**config.mk**
```make
export PLATFORM = sky130hd
export DESIGN_NAME = frame_copy_engine
export DESIGN_NICKNAME = d
export VERILOG_FILES = /design/src/rtl/frame_copy_engine.sv
export SDC_FILE = /design/constraint.sdc
export NUM_CORES = 1
export LEC_CHECK = 0
export CORE_UTILIZATION = 45
export CTS_CLUSTER_DIAMETER = 200
export DETAILED_ROUTE_END_ITERATION = 16
export PLACE_DENSITY = 0.74
export SLEW_MARGIN = 20
export SYNTH_ARGS = -nofsm -noshare
export SYNTH_HDL_FRONTEND = slang
export SYNTH_SLANG_ARGS = --single-unit
```
**constraint.sdc**
```tcl
create_clock -name clock -period 2 [get_ports clock]
set_input_delay 0.2 -clock clock [delete_from_list [all_inputs] [get_ports clock]]
set_output_delay 0.2 -clock clock [all_outputs]
set_load 0.005 [all_outputs]
```
**src/rtl/frame_copy_engine.sv**
```systemverilog
// Purpose : streams one full frame from the work buffer (mem3) into the display buffer (mem2) at 1 pixel/clock.
// Latency : first write RD_LATENCY clocks after issue starts; done pulses FRAME_PIXELS+RD_LATENCY+1 clocks after start.
// Backpr. : none; both RAM ports are always ready, so the copy never stalls (abort is the only way to stop it early).
//
// Ports
//   clock        system clock
//   reset        async active-high reset, clears all state
//   start        1-cycle copy request, ignored while busy
//   abort        sync cancel of a running copy (no done pulse)
//   busy         high from the cycle after an accepted start until done/abort
//   done         1-cycle pulse in the cycle after the last write
//   src_rd_addr  mem3 read address
//   src_rd_data  mem3 read data, valid RD_LATENCY clocks after its address
//   dst_wr_addr  mem2 write address
//   dst_wr_data  mem2 write data
//   dst_wren     mem2 write enable, one pixel per high cycle
//   checksum     (only with COPY_CHECKSUM_EN) mod-2^16 sum of the pixels written by the current copy
//
// Build option: define COPY_CHECKSUM_EN to add the checksum output and its accumulator.

module frame_copy_engine #(
    parameter int ADDR_W       = 17,
    parameter int DATA_W       = 8,
    parameter int FRAME_PIXELS = 76800,
    parameter int RD_LATENCY   = 2
) (
    input  logic              clock,
    input  logic              reset,
    input  logic              start,
    input  logic              abort,
    output logic              busy,
    output logic              done,
    output logic [ADDR_W-1:0] src_rd_addr,
    input  logic [DATA_W-1:0] src_rd_data,
    output logic [ADDR_W-1:0] dst_wr_addr,
    output logic [DATA_W-1:0] dst_wr_data,
    output logic              dst_wren
`ifdef COPY_CHECKSUM_EN
    ,
    output logic [15:0]       checksum
`endif
);

    localparam logic [ADDR_W-1:0] LAST_ADDR = ADDR_W'(FRAME_PIXELS - 1);
    localparam int                TAIL      = RD_LATENCY - 1;

    typedef enum logic [1:0] {
        IDLE  = 2'd0,
        ISSUE = 2'd1,
        DRAIN = 2'd2
    } state_t;

    state_t            state;
    state_t            state_nxt;
    logic [ADDR_W-1:0] rd_ptr;

    // Read-tracking pipeline: one (valid, addr) entry per outstanding read,
    // aligned so that the tail entry matches the data on src_rd_data.
    logic [RD_LATENCY-1:0] pipe_vld;
    logic [ADDR_W-1:0]     pipe_addr [RD_LATENCY];

    logic load;       // start accepted this cycle
    logic issue;      // a read is issued this cycle
    logic flush;      // abort accepted this cycle
    logic done_nxt;
    logic last_write; // the final pixel of the frame is being written now

    //------------------------------------------------------------------
    // Control FSM
    //------------------------------------------------------------------
    always_ff @(posedge clock or posedge reset) begin
        if (reset) begin
            state <= IDLE;
        end else begin
            state <= state_nxt;
        end
    end

    assign last_write = dst_wren && (dst_wr_addr == LAST_ADDR);

    always_comb begin
        state_nxt = state;
        load      = 1'b0;
        issue     = 1'b0;
        flush     = 1'b0;
        done_nxt  = 1'b0;
        unique case (state)
            IDLE: begin
                // abort has no meaning here, so start always wins
                if (start) begin
                    load      = 1'b1;
                    state_nxt = ISSUE;
                end
            end
            ISSUE: begin
                if (abort) begin
                    flush     = 1'b1;
                    state_nxt = IDLE;
                end else begin
                    issue = 1'b1;
                    if (rd_ptr == LAST_ADDR) begin
                        state_nxt = DRAIN;
                    end
                end
            end
            DRAIN: begin
                // Only trailing entries are valid here, so the write of the last
                // address is also the moment the pipeline empties.
                if (abort) begin
                    flush     = 1'b1;
                    state_nxt = IDLE;
                end else if (last_write) begin
                    done_nxt  = 1'b1;
                    state_nxt = IDLE;
                end
            end
            default: begin
                state_nxt = IDLE;
            end
        endcase
    end

    //------------------------------------------------------------------
    // Read pointer and done pulse
    //------------------------------------------------------------------
    always_ff @(posedge clock or posedge reset) begin
        if (reset) begin
            rd_ptr <= '0;
            done   <= 1'b0;
        end else begin
            done <= done_nxt;
            if (load) begin
                rd_ptr <= '0;
            end else if (issue && (rd_ptr != LAST_ADDR)) begin
                // Holds at the last address rather than wrapping
                rd_ptr <= rd_ptr + ADDR_W'(1);
            end
        end
    end

    //------------------------------------------------------------------
    // Read-tracking pipeline
    //------------------------------------------------------------------
    always_ff @(posedge clock or posedge reset) begin
        if (reset) begin
            pipe_vld <= '0;
            for (int i = 0; i < RD_LATENCY; i++) begin
                pipe_addr[i] <= '0;
            end
        end else begin
            // The write in the abort cycle itself still lands; everything
            // still in flight behind it is discarded.
            if (load || flush) begin
                pipe_vld <= '0;
            end else begin
                pipe_vld[0] <= issue;
                for (int i = 1; i < RD_LATENCY; i++) begin
                    pipe_vld[i] <= pipe_vld[i-1];
                end
            end
            pipe_addr[0] <= rd_ptr;
            for (int i = 1; i < RD_LATENCY; i++) begin
                pipe_addr[i] <= pipe_addr[i-1];
            end
        end
    end

    //------------------------------------------------------------------
    // Outputs
    //------------------------------------------------------------------
    assign busy        = (state != IDLE);
    assign src_rd_addr = rd_ptr;
    assign dst_wren    = pipe_vld[TAIL];
    assign dst_wr_addr = pipe_addr[TAIL];
    // Gate the data so the write bus reads zero whenever no write is in progress
    assign dst_wr_data = dst_wren ? src_rd_data : '0;

`ifdef COPY_CHECKSUM_EN
    //------------------------------------------------------------------
    // Checksum of written pixels; frozen between done and the next start
    //------------------------------------------------------------------
    logic [15:0] sum_q;

    always_ff @(posedge clock or posedge reset) begin
        if (reset) begin
            sum_q <= '0;
        end else if (load) begin
            sum_q <= '0;
        end else if (dst_wren) begin
            sum_q <= sum_q + 16'(dst_wr_data);
        end
    end

    assign checksum = sum_q;
`endif

endmodule
```
# Word level (Yosys, flattened, before mapping)

Index checks and enable logic that the tools add are counted.

Flip-flop bits (word level): 56
Latch bits: 0
RAM bits: 0
Memory bits (read-only): 0
Output and inout port bits: 45
Logic and storage cells: 42
Memories: 0

Add/subtract/negate cells: 1
Multiply operators: 0
Div/mod/pow operators: 0
Order comparisons: 0
Eq/ne operators: 8
Shift-type cells: 0
Multiplexer cells: 19
Bitwise gates (word level): 0
Reduce and logical (&&, ||, !) cells: 8

Operators by type and width:

| operator              | number |
|---|---|
| $eq 17x17->1 const B  | 2 |
| $mux 17               | 2 |
| $add 17x1->17 const B | 1 |
| $ne 17x17->1 const B  | 1 |
| $mux 2                | 6 |
| $mux 1                | 9 |
| $mux 8                | 1 |
| $ne 3x3->1 const B    | 2 |
| $pmux 2 s3            | 1 |
| $reduce_bool 2->1     | 2 |
| $reduce_and 3->1      | 1 |
| $eq 2x1->1 const B    | 1 |
| $eq 2x2->1 const B    | 1 |
| $logic_and 1x1->1     | 2 |
| $logic_not 2->1       | 1 |
| $ne 2x2->1 const B    | 1 |
| $reduce_or 2->1       | 1 |
| $logic_or 1x1->1      | 1 |

# Depth between registers and ports, before layout

Word-level depth: 5
Mapped depth: 7
Mapped depth without buffers: 7

# Worst setup path after synthesis

No wires, ideal clock.

Kind: register to register
Start: register rd_ptr[0] (netlist: src_rd_addr[0])
End: register rd_ptr[1] (netlist: src_rd_addr[1])
Arrival: 1.626 ns
Required time: 1.871 ns
Slack: 0.245 ns
Cell stages (with the launch flop): 7
Path buffers: 0
Cell sequence: dfrtp_1 > ha_1 > and3_1 > and3_1 > a21oi_1 > mux2i_1 > nor2_1

Cells in the longest elaborated chain, start to end: 3

RTL lines:

| item                                                 | RTL line | source |
|---|---|---|
| from (decl)                                          | 55       | `logic [ADDR_W-1:0] rd_ptr;` |
| from (signal assigned)                               | 136      | `rd_ptr <= rd_ptr + ADDR_W'(1);` |
| $add 17x1->17 / $ne 17x17->1 (equally long branches) | 136, 134 |  |
| $mux 17 / $logic_and 1x1->1 (equally long branches)  | 134      | `end else if (issue && (rd_ptr != LAST_ADDR)) begin` |
| $mux 17 / $reduce_bool 2->1 (equally long branches)  | --       |  |

Several ways; a longest one is shown, not always the timed one. The select of a mux whose other input is x is not followed.
A chain may end at the register's enable or synchronous reset.

# Final worst setup path

Start: register state[1]
End: register rd_ptr[9] (netlist: src_rd_addr[9])

Cells in the longest elaborated chain, start to end: 4

RTL lines:

| item                        | RTL line | source |
|---|---|---|
| from (decl)                 | 53       | `state_t state;` |
| from (signal assigned)      | 75       | `state <= state_nxt;` |
| $eq 2x1->1                  | 87       | `unique case (state)` |
| $mux 1                      | 87       |  |
| $logic_and 1x1->1           | 134      |  |
| $reduce_bool 2->1 (no line) | --       |  |

Several ways; a longest one is shown, not always the timed one.

==> summary.txt <==
Route
  – Total number of vias: 1,527
  – Initial DRC Count: 95
  – Antenna-violating nets left: 0
  – Routed wire length: 4380 µm
  – 1st-pass router iterations: 4
  – DR vias/cell: 4.99
  – DRC: 0
  – DR WL/cell: 14.3 µm

Power
  – Internal power: 1.82 mW
  – VDD IR max: 0.000395 V
  – Comb power frac: 19.4%
  – Switch share: 24.6%
  – Reg power frac: 51.2%
  – Clock Power Share: 29.5%
  – Pleak: 1.37 nW
  – P per Cell Area: 811 nW/µm²
  – P_sw: 0.592 mW

STA
  – Relative slew slack: 69.7%
  – Max Fclk: 542 MHz
  – Slew @ Worst Pin: 0.449 ns
  – Final Max Tran Viols: 0
  – TNS Setup: 0 ns
  – Setup violators final: 0
  – Final Hold Fails: 0
  – Worst Skew: 0.00841 ns
  – Setup ws final: 0.154 ns
  – Final Cycle Share: 92.3%
  – Final min period: 1.85 ns
  – RSZ-0062 raised after global routing: false

Floorplan
  – Die height: 72.9 µm
  – Initial Utilization: 47.3%
  – Row count: 25
  – # IOs: 57
  – Die area: 5320 µm²
  – Die Wd: 72.9 µm
  – CORE AREA: 4790 µm²

Logic synthesis
  – Post-synth EDFFs: 0
  – Sequential area share after synthesis: 61.9%
  – Count leader, synth: dfrtp_1
  – Distinct cells, synth: 37
  – Main flop type after synthesis: dfrtp_1
  – Largest cells by area after synthesis: dfrtp_1 (62%), buf_4 (5.6%), xor2_1 (4.3%)
  – Synth Area per Inst: 12.3 µm²
  – Mapped Cells: 184
  – Net Count, Synth: 200
  – Largest area contributor in the netlist: dfrtp_1
  – Synthesis warning total: 0
  – Synth top cells by count: dfrtp_1 (56), buf_4 (17), nor2_1 (17)
  – Post-synthesis async set-or-reset flop share: 100%
  – Post-Synthesis Cell Area: 2260 µm²
  – Seq cells post-synth: 56
  – Top cell type's share of synthesized area: 61.9%

Global route
  – Global-route wire length before repair: 7400 µm
  – Largest net degree at the start of global routing: 40
  – Initial antenna violation count: 0
  – GRT Overall Usage: 19.0%
  – Gr ovfl total: 0
  – Vias in the first global route: 1,509

Final layout
  – Fillcell total: 408
  – # diodes: 0
  – Layout area overhead: 31.3%
  – Final #Nets: 254
  – Share of cells above drive strength 1: 10.9%

Placed design
  – Input/output buffers: 56
  – Final GP Congestion: 0.838
  – DP HPWL: 3200 µm
  – Setup WS pre-CTS: 0.0930 ns

Clocking
  – Num Clock Sinks: 56
  – CTS tree: built
  – CTS Hold Buffers Added: 0
  – Clock slew at reported path FFs: 0.09 ns
  – Clk Latency, worst-skew pair: 0.30 ns
  – Max Root-Sink Buffers: 2
  – CTS Buf Count: 5
  – H-tree depth: 2
  – CTS root buf: clkbuf_8

Setup path
  – RR Startpoint: state[1]$_DFFE_PP0P_
  – Worst Path Class, Setup: flop to flop
  – Worst setup SP type: flop
  – Slowest stage delay, CP: 0.41 ns
  – Required time of the critical path: 2.24 ns
  – CP arrival: 2.08 ns
  – Reg2Reg Depth: 6
  – Reg2reg end: src_rd_addr[9]$_DFFE_PP0P_
  – FF-to-FF setup slack: 0.15 ns
  – Crit-path slowest cell: dfrtp_1
  – Buf+Inv Stages, Crit Path: 1
  – Critical path endpoint category: flop
  – Largest delay share family, worst path: simple AND/OR/NAND/NOR gates
  – Max Fanout on Critical Path: 6
  – Cell Chain, Critical Path: inv_1 -> ha_1 -> nor2b_1 -> o211ai_1 -> or3_1 -> a21oi_1

Min path
  – Hold Crit Class: primary input to asynchronous set/reset pin

Job
  – Max-cap violations: 0

Outcome
  – Status: completed
-- metrics by stage --
step	instance area, µm²	power, mW	cells	utilization [%]	hold WS, ns
2_1_floorplan	2260	1.48	184	-	0.331
3_5_place_dp	2860	1.72	298	59.8	0.335
5_1_grt	2970	2.54	306	62.1	0.210
6_report	2970	2.41	306	62.1	0.179
3_3_place_gp	2860	1.71	298	59.8	0.331
4_1_cts	2970	2.43	306	62.0	0.187
-- cell families (layout without fill, tap and decap cells) --
| group | after synthesis | in the layout | share of synthesized area, % |
|---|---|---|---|
| AOI/OAI and AO/OA | 15 | 15 | 4.92 |
| buffers and inverters | 23 | 78 | 6.63 |
| adders and majority gates | 4 | 4 | 2.21 |
| and+or+nand+nor | 72 | 72 | 18.8 |
| muxes | 1 | 1 | 0.442 |
| DFF | 56 | 56 | 61.9 |
| xor gates and xnor gates | 13 | 13 | 5.03 |
-- cell type report --
| type | instances | area [µm²] | share of cell area, % |
|---|---|---|---|
| clock inverters | 2 | 35.0 | 1.18 |
| well taps | 67 | 83.8 | 2.82 |
| flip-flops and latches | 56 | 1400 | 47.2 |
| multi-input cells | 105 | 716 | 24.1 |
| inverters | 4 | 15.0 | 0.505 |
| repair buffers | 66 | 648 | 21.8 |
| clock buffers | 6 | 72.6 | 2.44 |
-- what timing repair did --
action	CTS	global route
setup buffers	0	0
gates resized for setup	0	1
endpoints found under the setup margin	0	1
-- cell usage in the layout, fill, tap and decap left out, types with 2 or more instances in the layout --
| cell type | n |
|---|---|
| and2_1 | 10 |
| and3_1 | 6 |
| and3_2 | 2 |
| and4_4 | 2 |
| buf_4 | 9 |
| clkbuf_8 | 5 |
| clkdlybuf4s50_1 | 56 |
| dfrtp_1 | 56 |
| ha_1 | 4 |
| inv_1 | 3 |
| nand2_1 | 9 |
| nand2b_1 | 2 |
| nand3_1 | 5 |
| nand4_1 | 5 |
| nor2_1 | 17 |
| nor2b_1 | 2 |
| o2111ai_1 | 2 |
| o211ai_1 | 5 |
| o32a_1 | 2 |
| or4_1 | 2 |
| xnor2_1 | 2 |
| xor2_1 | 11 |
-- layer usage --
metal | wire (µm) | global-route usage [%] | vias to the layer above
met5 | 0 | 0 | -
met4 | 70 | 8.50 | 0
met3 | 369 | 5.80 | 10
met2 | 2090 | 30.5 | 61
met1 | 1840 | 23.8 | 734
li1 | - | - | 722
-- worst register-to-register path, delay by kind of cell, from the launching register on --
kind	cells	cell delay, ns
AND/OR/NAND/NOR	2	0.73
flip-flops	1	0.41
AO/OA/AOI/OAI	2	0.36
adder cells (fa/ha/maj)	1	0.20
buffers and inverters	1	0.08
-- power groups by stage --
stage	Sequential (mW)	Clock [mW]	Combinational, mW
6_report	1.23	0.710	0.467
3_3_place_gp	1.26	0	0.452
5_1_grt	1.24	0.779	0.516
2_1_floorplan	1.27	0	0.212
4_1_cts	1.24	0.728	0.470
3_5_place_dp	1.26	0	0.464
-- state kept, by name (all words and copies together) (netlist names) --
register and count:
pipe_addr 17, state 2, dst_wr_addr 17, src_rd_addr 17, done 1, pipe_vld 2
-- worst max path at each step --
stage                                           from                          end  slack [ns]  depth (start not counted)
after floorplan           src_rd_addr[0]$_DFFE_PP0P_   src_rd_addr[1]$_DFFE_PP0P_        0.25                          6
after global placement                         abort  src_rd_addr[15]$_DFFE_PP0P_        0.12                          6
after detailed placement                       abort  src_rd_addr[15]$_DFFE_PP0P_        0.09                          6
after CTS                 src_rd_addr[0]$_DFFE_PP0P_         state[0]$_DFFE_PP0P_        0.12                          6
after global routing            state[1]$_DFFE_PP0P_   src_rd_addr[9]$_DFFE_PP0P_        0.02                          6
final                           state[1]$_DFFE_PP0P_   src_rd_addr[9]$_DFFE_PP0P_        0.15                          6
(Power assumes the default switching activity.)
